==> src/rtl/macguffin_ctrl_pkg.sv <==
// Shared constants and types for the MacGuffin command controller.
package macguffin_ctrl_pkg;

  localparam int unsigned BYTE_W    = 8;
  localparam int unsigned KEY_W     = 48;
  localparam int unsigned BLK_W     = 64;
  localparam int unsigned KEY_BYTES = 6;
  localparam int unsigned BLK_BYTES = 8;

  localparam logic [7:0] OP_KEY = 8'h4B;
  localparam logic [7:0] OP_ENC = 8'h45;
  localparam logic [7:0] ST_ACK = 8'h06;
  localparam logic [7:0] ST_NAK = 8'h15;

  typedef enum logic [2:0] {
    S_IDLE       = 3'd0,
    S_RX_KEY     = 3'd1,
    S_RX_DATA    = 3'd2,
    S_CRYPT_SEND = 3'd3,
    S_CRYPT_WAIT = 3'd4,
    S_TX_DATA    = 3'd5,
    S_TX_STAT    = 3'd6
  } ctrl_state_t;

endpackage

==> src/rtl/macguffin_cmd_ctrl_frame_timer.sv <==
// Inter-byte frame timer: reloads on clear, counts down while enabled,
// flags expiry combinationally once the idle budget is used up.
module frame_timer #(
  parameter int unsigned TIMEOUT_CYCLES = 1_000_000
) (
  input  logic clk,
  input  logic rst_n,
  input  logic i_clear,
  input  logic i_en,
  output logic o_expire_c
);

  localparam logic [31:0] LOAD = 32'(TIMEOUT_CYCLES - 1);

  logic [31:0] r_cnt;

  always_ff @(posedge clk or negedge rst_n) begin
    if (!rst_n)                      r_cnt <= LOAD;
    else if (i_clear)                r_cnt <= LOAD;
    else if (i_en && (r_cnt != '0))  r_cnt <= r_cnt - 32'd1;
  end

  assign o_expire_c = i_en && (r_cnt == '0);

endmodule

==> src/rtl/macguffin_cmd_ctrl.sv <==
// Byte-stream command parser that loads the cipher key, feeds one block at
// a time to the MacGuffin core and serialises the result or a status byte.
module macguffin_cmd_ctrl
  import macguffin_ctrl_pkg::*;
#(
  parameter logic [47:0] INIT_KEY       = 48'h0,
  parameter int unsigned TIMEOUT_CYCLES = 1_000_000
) (
  input  logic        clk,
  input  logic        rst_n,
  input  logic [7:0]  s_axis_tdata,
  input  logic        s_axis_tvalid,
  output logic        s_axis_tready,
  output logic [7:0]  m_axis_tdata,
  output logic        m_axis_tvalid,
  input  logic        m_axis_tready,
  output logic [63:0] c_m_axis_tdata,
  output logic        c_m_axis_tvalid,
  input  logic        c_m_axis_tready,
  input  logic [63:0] c_s_axis_tdata,
  input  logic        c_s_axis_tvalid,
  output logic        c_s_axis_tready,
  output logic [47:0] key,
  output logic        busy,
  output logic        frame_err
);

  ctrl_state_t r_state, w_state_nxt;
  logic [2:0]  r_idx, w_idx_nxt;
  logic [39:0] r_kstage, w_kstage_nxt;
  logic [47:0] r_key, w_key_nxt;
  logic [63:0] r_blk, w_blk_nxt;
  logic [63:0] r_res, w_res_nxt;
  logic [7:0]  r_m_tdata, w_m_tdata_nxt;
  logic        r_s_tready, w_s_tready_nxt;
  logic        r_m_tvalid, w_m_tvalid_nxt;
  logic        r_cm_tvalid, w_cm_tvalid_nxt;
  logic        r_cs_tready, w_cs_tready_nxt;
  logic        r_busy, w_busy_nxt;
  logic        r_frame_err, w_frame_err_nxt;

  logic w_s_hs;
  logic w_timer_en;
  logic w_expire_c;

  assign w_s_hs     = s_axis_tvalid && r_s_tready;
  assign w_timer_en = (r_state == S_RX_KEY) || (r_state == S_RX_DATA);

  frame_timer #(.TIMEOUT_CYCLES(TIMEOUT_CYCLES)) u_frame_timer (
    .clk        (clk),
    .rst_n      (rst_n),
    .i_clear    (w_s_hs),
    .i_en       (w_timer_en),
    .o_expire_c (w_expire_c)
  );

  always_ff @(posedge clk or negedge rst_n) begin
    if (!rst_n) begin
      r_state     <= S_IDLE;
      r_idx       <= '0;
      r_kstage    <= '0;
      r_key       <= INIT_KEY;
      r_blk       <= '0;
      r_res       <= '0;
      r_m_tdata   <= '0;
      r_s_tready  <= 1'b0;
      r_m_tvalid  <= 1'b0;
      r_cm_tvalid <= 1'b0;
      r_cs_tready <= 1'b0;
      r_busy      <= 1'b0;
      r_frame_err <= 1'b0;
    end else begin
      r_state     <= w_state_nxt;
      r_idx       <= w_idx_nxt;
      r_kstage    <= w_kstage_nxt;
      r_key       <= w_key_nxt;
      r_blk       <= w_blk_nxt;
      r_res       <= w_res_nxt;
      r_m_tdata   <= w_m_tdata_nxt;
      r_s_tready  <= w_s_tready_nxt;
      r_m_tvalid  <= w_m_tvalid_nxt;
      r_cm_tvalid <= w_cm_tvalid_nxt;
      r_cs_tready <= w_cs_tready_nxt;
      r_busy      <= w_busy_nxt;
      r_frame_err <= w_frame_err_nxt;
    end
  end

  // Next-state and next-output logic; a byte in the expiry cycle beats the timeout.
  always_comb begin
    w_state_nxt     = r_state;
    w_idx_nxt       = r_idx;
    w_kstage_nxt    = r_kstage;
    w_key_nxt       = r_key;
    w_blk_nxt       = r_blk;
    w_res_nxt       = r_res;
    w_m_tdata_nxt   = r_m_tdata;
    w_m_tvalid_nxt  = r_m_tvalid;
    w_cm_tvalid_nxt = r_cm_tvalid;
    w_cs_tready_nxt = r_cs_tready;
    w_frame_err_nxt = 1'b0;

    case (r_state)
      S_IDLE: begin
        if (w_s_hs) begin
          w_idx_nxt = '0;
          if (s_axis_tdata == OP_KEY) begin
            w_state_nxt = S_RX_KEY;
          end else if (s_axis_tdata == OP_ENC) begin
            w_state_nxt = S_RX_DATA;
          end else begin
            w_state_nxt     = S_TX_STAT;
            w_m_tvalid_nxt  = 1'b1;
            w_m_tdata_nxt   = ST_NAK;
            w_frame_err_nxt = 1'b1;
          end
        end
      end
      S_RX_KEY: begin
        if (w_s_hs) begin
          w_kstage_nxt = {r_kstage[31:0], s_axis_tdata};
          if (r_idx == 3'(KEY_BYTES - 1)) begin
            w_key_nxt      = {r_kstage, s_axis_tdata};
            w_state_nxt    = S_TX_STAT;
            w_m_tvalid_nxt = 1'b1;
            w_m_tdata_nxt  = ST_ACK;
          end else begin
            w_idx_nxt = r_idx + 3'd1;
          end
        end else if (w_expire_c) begin
          w_state_nxt     = S_TX_STAT;
          w_m_tvalid_nxt  = 1'b1;
          w_m_tdata_nxt   = ST_NAK;
          w_frame_err_nxt = 1'b1;
        end
      end
      S_RX_DATA: begin
        if (w_s_hs) begin
          w_blk_nxt = {r_blk[55:0], s_axis_tdata};
          if (r_idx == 3'(BLK_BYTES - 1)) begin
            w_state_nxt     = S_CRYPT_SEND;
            w_cm_tvalid_nxt = 1'b1;
          end else begin
            w_idx_nxt = r_idx + 3'd1;
          end
        end else if (w_expire_c) begin
          w_state_nxt     = S_TX_STAT;
          w_m_tvalid_nxt  = 1'b1;
          w_m_tdata_nxt   = ST_NAK;
          w_frame_err_nxt = 1'b1;
        end
      end
      S_CRYPT_SEND: begin
        if (c_m_axis_tready) begin
          w_cm_tvalid_nxt = 1'b0;
          w_cs_tready_nxt = 1'b1;
          w_state_nxt     = S_CRYPT_WAIT;
        end
      end
      S_CRYPT_WAIT: begin
        if (c_s_axis_tvalid) begin
          w_cs_tready_nxt = 1'b0;
          w_state_nxt     = S_TX_DATA;
          w_idx_nxt       = '0;
          w_m_tvalid_nxt  = 1'b1;
          w_m_tdata_nxt   = c_s_axis_tdata[63:56];
          w_res_nxt       = {c_s_axis_tdata[55:0], 8'h00};
        end
      end
      S_TX_DATA: begin
        if (m_axis_tready) begin
          if (r_idx == 3'(BLK_BYTES - 1)) begin
            w_m_tvalid_nxt = 1'b0;
            w_state_nxt    = S_IDLE;
          end else begin
            w_m_tdata_nxt = r_res[63:56];
            w_res_nxt     = {r_res[55:0], 8'h00};
            w_idx_nxt     = r_idx + 3'd1;
          end
        end
      end
      S_TX_STAT: begin
        if (m_axis_tready) begin
          w_m_tvalid_nxt = 1'b0;
          w_state_nxt    = S_IDLE;
        end
      end
      default: w_state_nxt = S_IDLE;
    endcase

    w_s_tready_nxt = (w_state_nxt == S_IDLE) || (w_state_nxt == S_RX_KEY) ||
                     (w_state_nxt == S_RX_DATA);
    w_busy_nxt     = (w_state_nxt != S_IDLE);
  end

  assign s_axis_tready   = r_s_tready;
  assign m_axis_tdata    = r_m_tdata;
  assign m_axis_tvalid   = r_m_tvalid;
  assign c_m_axis_tdata  = r_blk;
  assign c_m_axis_tvalid = r_cm_tvalid;
  assign c_s_axis_tready = r_cs_tready;
  assign key             = r_key;
  assign busy            = r_busy;
  assign frame_err       = r_frame_err;

endmodule
==> config.mk <==
export PLATFORM = sky130hd
export DESIGN_NAME = macguffin_cmd_ctrl
export DESIGN_NICKNAME = d
export VERILOG_FILES = /design/src/rtl/macguffin_ctrl_pkg.sv /design/src/rtl/macguffin_cmd_ctrl_frame_timer.sv /design/src/rtl/macguffin_cmd_ctrl.sv
export SDC_FILE = /design/constraint.sdc
export NUM_CORES = 1
export LEC_CHECK = 0
export ABC_AREA = 1
export ABC_CLOCK_PERIOD_IN_PS = 3450
export BUFFER_PORTS_ARGS = -buffer_cell sky130_fd_sc_hd__buf_2
export CAP_MARGIN = 20
export CORE_MARGIN = 4
export CORE_UTILIZATION = 61
export DETAILED_ROUTE_END_ITERATION = 8
export PLACE_DENSITY_LB_ADDON = 0.1
export SYNTH_ARGS = -nofsm -noshare
export SYNTH_HDL_FRONTEND = slang
export SYNTH_HIERARCHICAL = 1
export SYNTH_SLANG_ARGS = --single-unit
==> constraint.sdc <==
create_clock -name clk -period 3.45 [get_ports clk]
set_input_delay 0.69 -clock clk [delete_from_list [all_inputs] [get_ports clk]]
set_output_delay 0.69 -clock clk [all_outputs]
set_load 0.05 [all_outputs]
---- After elaboration in Yosys (flattened, before gate mapping) ----
Cells that the tools add are included.
cells by class
  $add $sub $neg .......................... 2
  multipliers ............................. 0
  div/mod/pow operators ................... 0
  magnitude comparators ................... 0
  eq/ne operators ......................... 27
  shift operators ......................... 0
  multiplexer cells ....................... 64
  bitwise gates (word level) .............. 0
  reductions and logical operators ........ 27
operators with widths
  kind                   number
  $mux 64                3
  $pmux 64 s2            1
  $mux 8                 10
  $mux 32                2
  $mux 3                 20
  $pmux 8 s5             1
  $logic_not 32->1       1
  $reduce_bool 32->1     1
  $sub 32x1->32 const B  1
  $mux 1                 21
  $pmux 3 s7             1
  $ne 2x2->1 const B     10
  $eq 8x7->1 const B     2
  $eq 3x3->1 const B     5
  $pmux 3 s5             1
  $reduce_and 10->1      1
  $eq 3x2->1 const B     3
  $reduce_and 9->1       1
  $ne 2x1->1 const B     4
  $reduce_and 4->1       2
  $reduce_bool 2->1      4
  $reduce_and 7->1       1
  $eq 3x1->1 const B     2
  $logic_not 3->1        2
  12 further kinds       20
word-level totals
  flip-flop bits (word level) ............. 268
  bits in latches ......................... 0
  bits in writable memories ............... 0
  bits in read-only memories .............. 0
  memories kept ........................... 0

---- Longest topological paths before layout ----
  depth in word-level cells ............... 9
  gate-level depth with buffers ........... 15
  depth with buffers taken out ............ 15

---- Modules after synthesis ----
The synthesis kept the hierarchy.
by module, submodules not included
  module              times used  cells each  area each (sq um)  seq. area each (sq um)
  macguffin_cmd_ctrl  1           992         9,648.0            5,705.5
  frame_timer         1           347         2,253.4            815.8

---- Worst setup path before layout ----
OpenSTA, ideal clock, no wires.
  path type ............................... reg-to-reg
  start point ............................. reg u_frame_timer.r_cnt[0]
  end point ............................... reg r_busy (netlist: busy)
  library setup time ...................... 0.119 ns
  arrival ................................. 1.892 ns
  data required time ...................... 3.331 ns
  setup slack ............................. 1.440 ns
  stages on the path, launching flop included .. 16
  path buffers ............................ 0
  period minus slack after synthesis ...... 2.010 ns
  path through ............................ dfstp_2 -> inv_1 -> ha_1 -> nand2_2 -> nor2_4 -> nand2_2 -> nor2_4 -> inv_2 -> nor2_1 -> nand2_1 -> nand2_1 -> nand2_1 -> nand2_1 -> nand3_1 -> nor2_1 -> nand2_1
on the way
  word-level cells in the longest chain between the ends .. 6
ends and longest elaborated chain
  element                    line                                                  RTL
  start: declaration         macguffin_cmd_ctrl_frame_timer.sv:15                  logic [31:0] r_cnt;
  start signal: assignment   macguffin_cmd_ctrl_frame_timer.sv:20                  else if (i_en && (r_cnt != '0)) r_cnt <= r_cnt - 32'd1;
  $logic_not 32->1 *         macguffin_cmd_ctrl_frame_timer.sv:23                  assign o_expire_c = i_en && (r_cnt == '0);
  $logic_and 1x1->1 *        macguffin_cmd_ctrl_frame_timer.sv:23
  net w_expire_c             macguffin_cmd_ctrl.sv:44                              logic w_expire_c;
  $mux 3 *                   macguffin_cmd_ctrl.sv:130, macguffin_cmd_ctrl.sv:146
  $mux 3 (on tied branches)  macguffin_cmd_ctrl.sv:138, macguffin_cmd_ctrl.sv:120
  $pmux 3 s7 *               macguffin_cmd_ctrl.sv:103                             case (r_state)
  net w_state_nxt[0]         macguffin_cmd_ctrl.sv:28                              ctrl_state_t r_state, w_state_nxt;
  $reduce_bool 3->1 *        macguffin_cmd_ctrl.sv:193                             w_busy_nxt = (w_state_nxt != S_IDLE);
  net w_busy_nxt             macguffin_cmd_ctrl.sv:39                              logic r_busy, w_busy_nxt;
  end signal: assignment     macguffin_cmd_ctrl.sv:84                              r_busy <= w_busy_nxt;
  end: declaration           macguffin_cmd_ctrl.sv:39
Mark *: on every way through the listed nets, which the timed path passes. The rest lies on a longest branch.
A chain may end at the register's enable or synchronous reset.

---- Worst setup path in the final report ----
  start point ............................. reg r_state[1]
  end point ............................... reg u_frame_timer.r_cnt[22]
on the way
  word-level cells in the longest chain between the ends .. 4
ends and longest elaborated chain
  element                                   line                                  RTL
  start: declaration                        macguffin_cmd_ctrl.sv:28
  start signal: assignment                  macguffin_cmd_ctrl.sv:73              r_state <= w_state_nxt;
  $eq 3x1->1 or $eq 3x2->1 (tied branches)  macguffin_cmd_ctrl.sv:47              assign w_timer_en = (r_state == S_RX_KEY) || (r_state == S_RX_DATA);
  $logic_or 1x1->1 *                        macguffin_cmd_ctrl.sv:47
  net w_timer_en                            macguffin_cmd_ctrl.sv:43              logic w_timer_en;
  $logic_and 1x1->1 *                       macguffin_cmd_ctrl_frame_timer.sv:20
  $reduce_bool 2->1 (no source line) *      --
Marked as above.

==> impl_metrics.py <==
metrics = {
    "drt": {
        "wl_per_cell_um": 15.42,
        "ant_nets": 0,
        "drt_pre_antenna_iters": 5,
        "num_vias": 9612,
        "drc": 0,
        "wirelength_mm": 27.85,
        "viasPerCell": 5.322,
        "drtIter0Drc": 605,
    },
    "worst_setup_path": {
        "endpoint": "u_frame_timer/r_cnt[22]",
        "crit_chain": "inv_1, ha_1, nand2_2, nand2_1, inv_1, nor2_2, buf_4, nor2_4, nand2_1, nand2_1",
        "r2r_end": "u_frame_timer/r_cnt[22]",
        "path_common_cell": "nand2_1",
        "worstSetupPathType": "reg2reg",
        "reg2reg_depth": 10,
        "critical_path.endpoint_type": "register",
        "crit_family": "simple AND/OR/NAND/NOR gates",
        "crit_start": "r_state[1]",
        "r2r_slack_ns": 0.91,
        "arrival_ns": 3.00,
        "cp.depth": 10,
        "cp_slowest_stage_delay_ns": 0.56,
        "critPathSlowestCell": "nor2_4",
        "r2r-start": "r_state[1]",
        "cp-start-kind": "register",
        "timing.critical_path.buf_inv": 3,
        "crit_fanout": 30,
        "required_ns": 3.90,
    },
    "sta": {
        "finalHoldViolCount": 0,
        "max_freq_mhz": 393.5,
        "setup_slack_ns": 0.9086,
        "maxSlewViolCount": 0,
        "worst_pin_slew_ns": 0.8280,
        "holdWs_ns": 0.1521,
        "rsz0062_at_grt": "false",
        "finalClockSkew_ns": 0.02114,
        "maxSlewHeadroom": 0.4461,
        "period_needed_ns": 2.541,
        "finalCritPeriodShare": 0.7366,
        "setup_violations": 0,
        "setup_tns_ns": 0,
    },
    "clock_tree": {
        "numCtsBuffers": 27,
        "cts_tree": "built",
        "clock_path_buffers": 3,
        "htree_levels": 1,
        "hold_buffers": 0,
        "clkTransAtPathRegs_ns": 0.06,
        "post_cts_buffers": 0,
        "cts_sinks": 260,
        "clock_latency_ns": 0.54,
        "cts-root-buf": "clkbuf_16",
        "cts_resized": 0,
    },
    "place": {
        "routabilityCongestion": 0.9189,
        "io_buffers": 203,
        "placed_cell_area_um2": 13070,
        "dp_worst_setup_slack_ns": 0.8785,
        "dp_hpwl_mm": 19.47,
        "dp.cells": 1757,
    },
    "global_route": {
        "antenna_found_initial": 4,
        "grt_pass1_vias": 9318,
        "grt_max_degree": 87,
        "grt_overflow_total": 0,
        "grt_use_total": 0.2561,
        "grt_pass1_wl_mm": 46.42,
    },
    "power_and_ir_drop": {
        "p_per_area_nw_per_um2": 859.9,
        "p_int_mw": 7.100,
        "power.share.switching": 0.4094,
        "ir_drop_mv": 0.5557,
        "p_leak_nw": 7.366,
        "clkPwrFrac": 0.243,
        "p_sw_mw": 4.922,
        "total_power_mw": 12.02,
        "p_seq_frac": 0.386,
        "p_comb_frac": 0.372,
    },
    "logic_synthesis": {
        "post-synth-top-count-cell": "nand2_1",
        "yosys_warnings": 6,
        "synth.top_cells.by_count": "385 x nand2_1, 248 x dfrtp_1, 141 x o21ai_0",
        "syn_area_um2": 11900,
        "ys_seq_area_frac": 0.5479,
        "synthArstFlopShare": 1.000,
        "syn_nets": 1426,
        "syn_area_per_cell_um2": 8.888,
        "synth_top_area_cell": "dfrtp_1",
        "synth-edff-count": 0,
        "netlist_instances": 1339,
        "synthFlopType": "dfrtp_1",
        "yosysTopAreaCellShare": 0.5214,
        "synth-seq-cells": 260,
        "netlist_top_cells_area": "dfrtp_1 52%, nand2_1 12%, o21ai_0 5.9%",
        "synth_cell_type_count": 35,
    },
    "floorplanning": {
        "core_area_um2": 18960,
        "initial_core_util": 0.6279,
        "die-area_um2": 21810,
        "dieWidth_um": 147.7,
        "ios": 204,
        "die_h_um": 147.7,
        "rows": 50,
    },
    "outcome": {
        "status": "finished, final reports clean",
    },
    "layout": {
        "drive_gt1_frac": 0.2408,
        "fin_util": 0.7375,
        "finalNonFillerCells": 1806,
        "syn2layout_area_growth_pct": 17.46,
        "fin_area_um2": 13980,
        "layout.nets": 1613,
        "num-fill-cells": 1459,
    },
    "hold_path": {
        "min_path_type": "in2async",
    },
    "run": {
        "cap_violations": 0,
    },
}
area by class of cell:
class	instances	area [µm²]	share of cell area
diodes	1	2.502	0.0001790
clock buffers	38	797.0	0.05701
clock inverters	10	108.9	0.007787
inverters	114	427.9	0.03061
multi-input cells	906	4616	0.3302
flip-flops and latches	260	6521	0.4665
well taps	260	325.3	0.02327
repair buffers	217	1181	0.08449
worst reg2reg max path, cell delays in order (launching register included):
cell	delay (ns)
dfrtp_1	0.51
inv_1	0.17
ha_1	0.27
nand2_2	0.17
nand2_1	0.16
inv_1	0.12
nor2_2	0.04
buf_4	0.21
nor2_4	0.57
nand2_1	0.14
nand2_1	0.12
layer usage:
metal / GRT usage / vias up / share of wire
li1: - / 4716 / -
met1: 0.3543 / 4575 / 0.44
met2: 0.4221 / 261 / 0.47
met3: 0.04966 / 54 / 0.067
met4: 0.06431 / 6 / 0.021
met5: 0 / - / 0.0010
power groups by stage:
stage          logic (mW)  registers (mW)  clock network [mW]
4_1_cts              4.49            4.64                2.98
3_5_place_dp         4.45            4.68                   0
2_1_floorplan        2.87            5.23                   0
3_3_place_gp         4.35            4.65                   0
6_report             4.47            4.64                2.92
5_1_grt              5.04            4.74                3.11
cell families after synthesis:
kind of cell	count (synthesis)	share of synthesized area
AO/OA/AOI/OAI	211	0.09809
XOR/XNOR	11	0.008096
adder cells (fa/ha/maj)	9	0.009462
buffers and inverters	173	0.06445
flip-flops	260	0.5479
multiplexers	61	0.05772
AND/OR/NAND/NOR	614	0.2143
worst min-delay path by stage:
stage	slack, ns	endpoint
after floorplan	0.39	busy
after global placement	0.46	r_kstage[28]
after detailed placement	0.47	key[35]
after CTS	0.18	c_m_axis_tdata[54]
after global routing	0.21	c_m_axis_tdata[54]
final	0.15	c_m_axis_tdata[54]
cell usage in the layout, fill, tap and decap left out, types with 5 or more instances in the layout:
cell type  instances
nand2_1          384
dfrtp_1          248
buf_2            202
o21ai_0          141
nor2_1           115
inv_1            110
mux2_2            61
nand3_1           60
clkbuf_16         27
o211ai_1          24
a31oi_1           24
nand4_1           21
a21oi_1           14
dfstp_2           12
nand2_2           10
buf_4             10
or2_2              9
ha_1               9
clkbuf_8           8
xor2_1             8
nor2_2             5
nor2_4             5
clkinv_2           5
state kept, by name, summed over array words and instances (netlist names):
register             count
r_idx                    3
c_m_axis_tdata          64
s_axis_tready            1
u_frame_timer/r_cnt     32
c_s_axis_tready          1
r_kstage                40
busy                     1
m_axis_tvalid            1
m_axis_tdata             8
key                     48
r_res                   56
c_m_axis_tvalid          1
r_state                  3
frame_err                1
Note: power is estimated with default switching activity, not from simulation.
